[src/rtl/wave_pkg.sv]
// Shared types and constants for the RIFF/WAVE recorder.
package wave_pkg;

    typedef enum logic [2:0] {
        ST_IDLE    = 3'd0,
        ST_HDR     = 3'd1,
        ST_CAPTURE = 3'd2,
        ST_FIXUP   = 3'd3,
        ST_DONE    = 3'd4
    } wave_state_t;

    localparam int HDR_LEN       = 44;
    localparam int RIFF_SIZE_OFS = 4;
    localparam int DATA_SIZE_OFS = 40;

    // Tags as written in text order: first character in the MSB.
    localparam logic [31:0] TAG_RIFF = "RIFF";
    localparam logic [31:0] TAG_WAVE = "WAVE";
    localparam logic [31:0] TAG_FMT  = "fmt ";
    localparam logic [31:0] TAG_DATA = "data";

    // Reorder a text tag so that byte 0 of the little-endian word is its first character.
    function automatic logic [31:0] tag_le(input logic [31:0] tag);
        return {tag[7:0], tag[15:8], tag[23:16], tag[31:24]};
    endfunction

endpackage

[src/rtl/wave_hdr_rom.sv]
// Header byte generator: maps a header byte index and the latched
// configuration to the byte stored at that position of the 44-byte header.
// Size fields read as zero until sizes_final is raised during fixup.
module wave_hdr_rom
    import wave_pkg::*;
(
    input  logic [5:0]  idx,
    input  logic        bits16,
    input  logic [31:0] sample_rate,
    input  logic [31:0] data_size,
    input  logic        sizes_final,
    output logic [7:0]  hdr_byte
);

    logic [31:0] word;

    // Select the little-endian 32-bit word holding this byte, then the byte lane.
    always_comb begin
        word = 32'h0;
        case (idx[5:2])
            4'd0:  word = tag_le(TAG_RIFF);
            4'd1:  word = sizes_final ? (data_size + 32'd36) : 32'h0;
            4'd2:  word = tag_le(TAG_WAVE);
            4'd3:  word = tag_le(TAG_FMT);
            4'd4:  word = 32'd16;
            4'd5:  word = 32'h0001_0001;                       // PCM format, one channel
            4'd6:  word = sample_rate;
            4'd7:  word = bits16 ? {sample_rate[30:0], 1'b0} : sample_rate;
            4'd8:  word = bits16 ? 32'h0010_0002 : 32'h0008_0001; // bits, block_align
            4'd9:  word = tag_le(TAG_DATA);
            4'd10: word = sizes_final ? data_size : 32'h0;
            default: word = 32'h0;
        endcase
        case (idx[1:0])
            2'd0:    hdr_byte = word[7:0];
            2'd1:    hdr_byte = word[15:8];
            2'd2:    hdr_byte = word[23:16];
            default: hdr_byte = word[31:24];
        endcase
    end

endmodule

[src/rtl/wave_record.sv]
// Records a signed 16-bit PCM stream as a mono RIFF/WAVE file into a
// byte-wide RAM, then back-fills the RIFF and data size fields.
//
// state   | meaning
// --------+-----------------------------------------------------------
// IDLE    | waiting for a rising edge on I_START
// HDR     | writing header bytes 0..43 with size placeholders
// CAPTURE | writing sample bytes behind the header
// FIXUP   | rewriting bytes 4..7 and 40..43 with the final sizes
// DONE    | one-cycle completion pulse, then back to IDLE
module wave_record
    import wave_pkg::*;
#(
    parameter int ADDR_W = 16
) (
    input  logic              I_CLK,
    input  logic              I_RSTn,
    input  logic              I_START,
    input  logic              I_STOP,
    input  logic              I_BITS16,
    input  logic [31:0]       I_SAMPLE_RATE,
    input  logic [ADDR_W-1:0] I_BASE_ADDR,
    input  logic [15:0]       I_MAX_LEN,
    input  logic [15:0]       I_SAMPLE,
    input  logic              I_SAMPLE_VALID,
    input  logic              I_WR_READY,
    output logic              O_WR_EN,
    output logic [ADDR_W-1:0] O_WR_ADDR,
    output logic [7:0]        O_WR_DATA,
    output logic              O_BUSY,
    output logic              O_DONE,
    output logic              O_OVERRUN,
    output logic [31:0]       O_DATA_SIZE
);

    wave_state_t       state;
    logic              start_d;
    logic              cfg_bits16;
    logic [31:0]       cfg_rate;
    logic [ADDR_W-1:0] cfg_base;
    logic [15:0]       cfg_max_len;
    logic [5:0]        hdr_idx;
    logic              wr_en;
    logic [ADDR_W-1:0] wr_addr;
    logic [7:0]        wr_data;
    logic              hold_valid;
    logic              hold_hi;
    logic [7:0]        hold_msb;
    logic              stop_pend;
    logic [31:0]       data_size;
    logic              overrun;
    logic              done;

    logic              start_rise;
    logic              wr_acc;
    logic              last_acc;
    logic              hold_busy;
    logic [31:0]       cfg_bytes;
    logic [31:0]       size_commit;
    logic              over_limit;
    logic [7:0]        first_byte;
    logic [5:0]        rom_idx;
    logic [7:0]        rom_byte;

    assign start_rise = I_START & ~start_d;
    assign wr_acc     = wr_en & I_WR_READY;
    assign cfg_bytes  = cfg_bits16 ? 32'd2 : 32'd1;
    assign first_byte = cfg_bits16 ? I_SAMPLE[7:0] : (I_SAMPLE[15:8] ^ 8'h80);

    // Capture bookkeeping: a holding slot freed by this cycle's final byte may
    // be refilled in the same cycle, which gives back-to-back samples.
    always_comb begin
        last_acc    = wr_acc & (~cfg_bits16 | hold_hi);
        hold_busy   = hold_valid & ~last_acc;
        size_commit = data_size + {31'd0, wr_acc};
        over_limit  = (size_commit + cfg_bytes) > {16'd0, cfg_max_len};
    end

    // Header index presented next: advances on acceptance, and fixup jumps
    // from the end of the RIFF size field straight to the data size field.
    always_comb begin
        rom_idx = hdr_idx;
        if (wr_acc) begin
            if (state == ST_FIXUP && hdr_idx == 6'(RIFF_SIZE_OFS + 3))
                rom_idx = 6'(DATA_SIZE_OFS);
            else
                rom_idx = hdr_idx + 6'd1;
        end
    end

    wave_hdr_rom u_hdr_rom (
        .idx         (rom_idx),
        .bits16      (cfg_bits16),
        .sample_rate (cfg_rate),
        .data_size   (data_size),
        .sizes_final (state == ST_FIXUP),
        .hdr_byte    (rom_byte)
    );

    // Recorder FSM with registered write port and status outputs.
    always_ff @(posedge I_CLK or negedge I_RSTn) begin
        if (!I_RSTn) begin
            state       <= ST_IDLE;
            start_d     <= 1'b0;
            cfg_bits16  <= 1'b0;
            cfg_rate    <= '0;
            cfg_base    <= '0;
            cfg_max_len <= '0;
            hdr_idx     <= '0;
            wr_en       <= 1'b0;
            wr_addr     <= '0;
            wr_data     <= '0;
            hold_valid  <= 1'b0;
            hold_hi     <= 1'b0;
            hold_msb    <= '0;
            stop_pend   <= 1'b0;
            data_size   <= '0;
            overrun     <= 1'b0;
            done        <= 1'b0;
        end else begin
            start_d <= I_START;
            case (state)
                ST_IDLE: begin
                    done <= 1'b0;
                    if (start_rise) begin
                        cfg_bits16  <= I_BITS16;
                        cfg_rate    <= I_SAMPLE_RATE;
                        cfg_base    <= I_BASE_ADDR;
                        cfg_max_len <= I_MAX_LEN;
                        data_size   <= '0;
                        overrun     <= 1'b0;
                        hdr_idx     <= '0;
                        hold_valid  <= 1'b0;
                        hold_hi     <= 1'b0;
                        stop_pend   <= 1'b0;
                        state       <= ST_HDR;
                    end
                end

                ST_HDR, ST_FIXUP: begin
                    if (!wr_en) begin
                        wr_en   <= 1'b1;
                        wr_addr <= cfg_base + ADDR_W'(hdr_idx);
                        wr_data <= rom_byte;
                    end else if (I_WR_READY) begin
                        if (hdr_idx == 6'(HDR_LEN - 1)) begin
                            wr_en <= 1'b0;
                            if (state == ST_HDR) begin
                                state <= ST_CAPTURE;
                            end else begin
                                state <= ST_DONE;
                                done  <= 1'b1;
                            end
                        end else begin
                            hdr_idx <= rom_idx;
                            wr_addr <= cfg_base + ADDR_W'(rom_idx);
                            wr_data <= rom_byte;
                        end
                    end
                end

                ST_CAPTURE: begin
                    if (wr_acc)
                        data_size <= data_size + 32'd1;
                    if (wr_acc && !last_acc) begin
                        hold_hi <= 1'b1;
                        wr_addr <= wr_addr + ADDR_W'(1);
                        wr_data <= hold_msb;
                    end
                    if (last_acc) begin
                        hold_valid <= 1'b0;
                        hold_hi    <= 1'b0;
                        wr_en      <= 1'b0;
                    end
                    if (I_STOP || stop_pend) begin
                        if (!hold_busy) begin
                            stop_pend <= 1'b0;
                            hdr_idx   <= 6'(RIFF_SIZE_OFS);
                            state     <= ST_FIXUP;
                        end else begin
                            stop_pend <= 1'b1;
                        end
                    end else if (I_SAMPLE_VALID) begin
                        if (hold_busy) begin
                            overrun <= 1'b1;
                        end else if (over_limit) begin
                            hdr_idx <= 6'(RIFF_SIZE_OFS);
                            state   <= ST_FIXUP;
                        end else begin
                            hold_valid <= 1'b1;
                            hold_hi    <= 1'b0;
                            hold_msb   <= I_SAMPLE[15:8];
                            wr_en      <= 1'b1;
                            wr_addr    <= cfg_base + ADDR_W'(HDR_LEN) + size_commit[ADDR_W-1:0];
                            wr_data    <= first_byte;
                        end
                    end
                end

                ST_DONE: begin
                    done  <= 1'b0;
                    state <= ST_IDLE;
                end

                default: state <= ST_IDLE;
            endcase
        end
    end

    assign O_WR_EN     = wr_en;
    assign O_WR_ADDR   = wr_addr;
    assign O_WR_DATA   = wr_data;
    assign O_BUSY      = (state != ST_IDLE);
    assign O_DONE      = done;
    assign O_OVERRUN   = overrun;
    assign O_DATA_SIZE = data_size;

endmodule

[config.mk]
export PLATFORM = sky130hd
export DESIGN_NAME = wave_record
export DESIGN_NICKNAME = d
export VERILOG_FILES = /design/src/rtl/wave_pkg.sv /design/src/rtl/wave_hdr_rom.sv /design/src/rtl/wave_record.sv
export SDC_FILE = /design/constraint.sdc
export NUM_CORES = 1
export LEC_CHECK = 0
export BUFFER_PORTS_ARGS = -buffer_cell sky130_fd_sc_hd__clkbuf_2
export CAP_MARGIN = 20
export CELL_PAD_IN_SITES_DETAIL_PLACEMENT = 0
export CELL_PAD_IN_SITES_GLOBAL_PLACEMENT = 2
export CORE_MARGIN = 2
export CORE_UTILIZATION = 35
export DETAILED_ROUTE_END_ITERATION = 8
export PLACE_DENSITY = 0.8
export SLEW_MARGIN = 25
export SYNTH_ARGS = -nofsm -noshare
export SYNTH_HDL_FRONTEND = slang
export SYNTH_SLANG_ARGS = --single-unit
export TNS_END_PERCENT = 20
[constraint.sdc]
create_clock -name I_CLK -period 6.34 [get_ports I_CLK]
set_input_delay 0.634 -clock I_CLK [delete_from_list [all_inputs] [get_ports I_CLK]]
set_output_delay 0.634 -clock I_CLK [all_outputs]
set_load 0.005 [all_outputs]
==> impl_metrics.py <==
metrics = {
    "status": {
        "status": "completed",
    },
    "cts": {
        "post-cts-setup-buffers": 0,
        "cts_tree": "built",
        "cts_max_level": 4,
        "ctsResizeCount": 0,
        "hold_buffers": 0,
        "clock_latency_ns": 0.47,
        "cts_root_buf": "clkbuf_16",
        "clock_path_buffers": 2,
        "cts.sinks": 145,
        "numCtsBuffers": 17,
        "path_clk_slew_ns": 0.08,
    },
    "synth": {
        "seq_area_frac_synth_pct": 31.1,
        "synthesis.area_sq_um": 11700,
        "yosysWarnings": 0,
        "syn_area_per_cell_sq_um": 7.90,
        "synth_cells": 1475,
        "synth_edf_count": 0,
        "synth_cell_type_count": 77,
        "synth_area_leaders": "dfrtp_1 31%, nand2_1 8.5%, ha_1 6.4%",
        "yosys_register_bits": 145,
        "netlist.area_leader.share_pct": 31.1,
        "ys_top_cells_by_count": "265 x nand2_1, 145 x dfrtp_1, 116 x nor2_1, 98 x o21ai_0, 88 x a21oi_1",
        "yosysMostFrequentCell": "nand2_1",
        "postSynth.asyncResetShare_pct": 100,
        "syn_nets": 1625,
        "yosysTopAreaCell": "dfrtp_1",
        "synth-main-ff-cell": "dfrtp_1",
    },
    "power_and_ir_drop": {
        "switchingPower_mw": 2.39,
        "irDropWorstVdd_mv": 0.209,
        "power_density_nw_per_um2": 392,
        "leakage_nw": 6.09,
        "pwr-share-seq_pct": 31.3,
        "combPwrFrac_pct": 48.7,
        "p_int_mw": 2.89,
        "swShare_pct": 45.3,
        "power.share.clock_pct": 20.0,
    },
    "sta": {
        "setup_viol": 0,
        "fin_crit_sh_pct": 88.6,
        "worst_slew_pin_slew_ns": 0.930,
        "hold_viol_final": 0,
        "slew_headroom_pct": 37.9,
        "finalMaxSlewViolations": 0,
        "fmax_mhz": 178,
        "worst_clock_skew_ns": 0.0164,
        "min_period_ns": 5.61,
        "rsz0062_at_grt": "false",
        "setup_tns_ns": 0,
        "whs_ns": 0.100,
    },
    "die": {
        "fp.dieArea_sq_um": 34800,
        "die_w_microns": 186,
        "pin_count": 147,
        "core_area_sq_um": 32700,
        "start_util_pct": 35.6,
        "rows": 66,
        "die_h_microns": 186,
    },
    "placement": {
        "io_buffers": 146,
        "place_inst": 2009,
        "place.gp.congestion": 0.879,
        "dp_hpwl_mm": 31.5,
    },
    "finish": {
        "fillCellCount": 3447,
        "fin_util_pct": 41.2,
        "antenna_cells": 0,
        "final_cells": 2042,
        "post_route_cells_drive_above_1_share_pct": 16.1,
        "nNetsFinal": 1737,
        "areaGrowthSynthToFinish_pct": 15.6,
    },
    "min_path": {
        "hold_path_class": "input pin to asynchronous set/reset pin",
    },
    "global_routing": {
        "grt_pass1_vias": 10900,
        "grt_max_degree": 96,
        "grt_pass1_wl_mm": 64.7,
        "track_usage_pct": 23.8,
        "antenna_found_initial": 1,
        "grt.overflow.total": 0,
    },
    "critical_path": {
        "rrSetupSlack_ns": 0.73,
        "r2r_cells": 21,
        "crit_start": "O_WR_EN",
        "crit_required_ns": 6.68,
        "worstSetupPathType": "flip-flop to flip-flop",
        "crit_path_cell_trace": "nand2_1 -> clkinv_1 -> ha_1 -> ha_1 -> ha_1 -> a21oi_1 -> nor4_1 -> nand4_1 -> a2111oi_4 -> xnor2_1 -> ha_1 -> a21o_1 -> a21o_1 -> a21oi_1 -> o21ai_0 -> a21oi_1 -> o21ai_0 -> nand4b_1 -> or2_1 -> nor2_2 -> mux2_2",
        "crit_path_start_kind": "flip-flop",
        "r2r-end": "hold_msb[7]",
        "rr_startpoint": "O_WR_EN",
        "critPathMaxStageDelay_ns": 0.48,
        "path_max_fanout": 12,
        "crit_arrival_ns": 5.95,
        "slowest_stage": "or2_1",
        "cp-end-kind": "flip-flop",
        "crit_path_frequent_cell": "ha_1",
    },
    "run": {
        "max_cap_violations": 0,
    },
    "detailed_routing": {
        "wl_mm": 41.3,
        "vias": 11400,
        "viasPerCell": 5.58,
        "avgRoutedWirePerCell_microns": 20.2,
        "first_iter_violations": 863,
        "drtPass1Iterations": 5,
        "ant_nets": 0,
        "drc": 0,
    },
}
## how the worst max path moves through the flow
stage,to,depth (start not counted)
after CTS,hold_msb[7],21
after global routing,hold_msb[7],21
final,hold_msb[7],21
after global placement,hold_msb[5],22
after floorplan,O_WR_ADDR[15],21
after detailed placement,hold_msb[7],22
## cells in the final DEF (no fill, tap or decap), types with 17 or more instances in the layout
cell	synthesis	routed
nor4_1	18	18
ha_1	60	60
or3_1	23	23
a21o_1	17	17
and3_1	23	23
mux2i_1	25	25
nand4_1	30	30
inv_1	49	49
o21ai_0	98	98
a21oi_1	88	88
nor2_1	116	116
xnor2_1	69	69
clkbuf_16	0	17
dfrtp_1	145	145
nor3_1	32	32
nand3_1	57	57
a31oi_1	18	17
xor2_1	39	39
clkbuf_2	1	145
nand2_1	265	265
a221oi_1	20	20
buf_4	4	34
## routing by layer
metal | up-vias | part of all wire (%) | GRT usage, %
met5 | - | 0.031 | 0
met4 | 2 | 2.8 | 8.64
met2 | 346 | 44 | 35.4
met1 | 5479 | 48 | 34.4
li1 | 5518 | - | -
met3 | 58 | 5.9 | 4.29
## kinds of logic (layout without fill, tap and decap cells)
kind of cell               Yosys count  after routing  synth area share (%)
adders and majority gates           63             63                  6.96
muxes                               40             40                  3.60
DFF                                145            145                  31.1
AOI/OAI and AO/OA                  349            349                  19.7
buffers and inverters              140            265                  4.93
and+or+nand+nor                    630            630                  25.6
xor gates and xnor gates           108            108                  8.12
## per-stage QoR
| stage | area, sq um | setup WS [ns] | total power, mW |
|---|---|---|---|
| after global routing | 13500 | 0.272 | 5.69 |
| after global placement | 12800 | 0.604 | 4.20 |
| after CTS | 13400 | 0.738 | 5.32 |
| final | 13500 | 0.726 | 5.28 |
| after floorplan | 11700 | 1.09 | 3.27 |
| after detailed placement | 12800 | 0.522 | 4.23 |
## state kept, by name (all words and copies together), names as in the netlist
signal       count
O_DATA_SIZE     32
O_DONE           1
O_OVERRUN        1
O_WR_ADDR       16
O_WR_DATA        8
O_WR_EN          1
cfg_base        16
cfg_bits16       1
cfg_max_len     16
cfg_rate        32
hdr_idx          6
hold_hi          1
hold_msb         8
hold_valid       1
start_d          1
state            3
stop_pend        1
## power groups by stage
stage	combinational (mW)	sequential, mW	clock, mW
2_1_floorplan	1.75	1.52	0
3_3_place_gp	2.54	1.66	0
3_5_place_dp	2.57	1.66	0
4_1_cts	2.58	1.65	1.08
5_1_grt	2.88	1.70	1.12
6_report	2.57	1.65	1.06
## worst max-delay path: cells and delay by family, from the launching register on
| kind | cells | cell delay, ns |
|---|---|---|
| adders and majority gates | 4 | 1.10 |
| and+or+nand+nor | 6 | 1.94 |
| xor gates and xnor gates | 1 | 0.17 |
| DFF | 1 | 0.45 |
| muxes | 1 | 0.39 |
| AOI/OAI and AO/OA | 8 | 1.30 |
| buffers and inverters | 1 | 0.12 |
## layout make-up
cell class	instances	area, sq um	share of cell area, %
Multi-Input combinational cell	1190	7480	55.5
Sequential cell	145	3630	26.9
Timing Repair Buffer	181	1020	7.57
Tap cell	442	553	4.10
Clock buffer	17	425	3.16
Inverter	52	195	1.45
Clock inverter	15	171	1.27
Power figures use the tool's default switching activity.
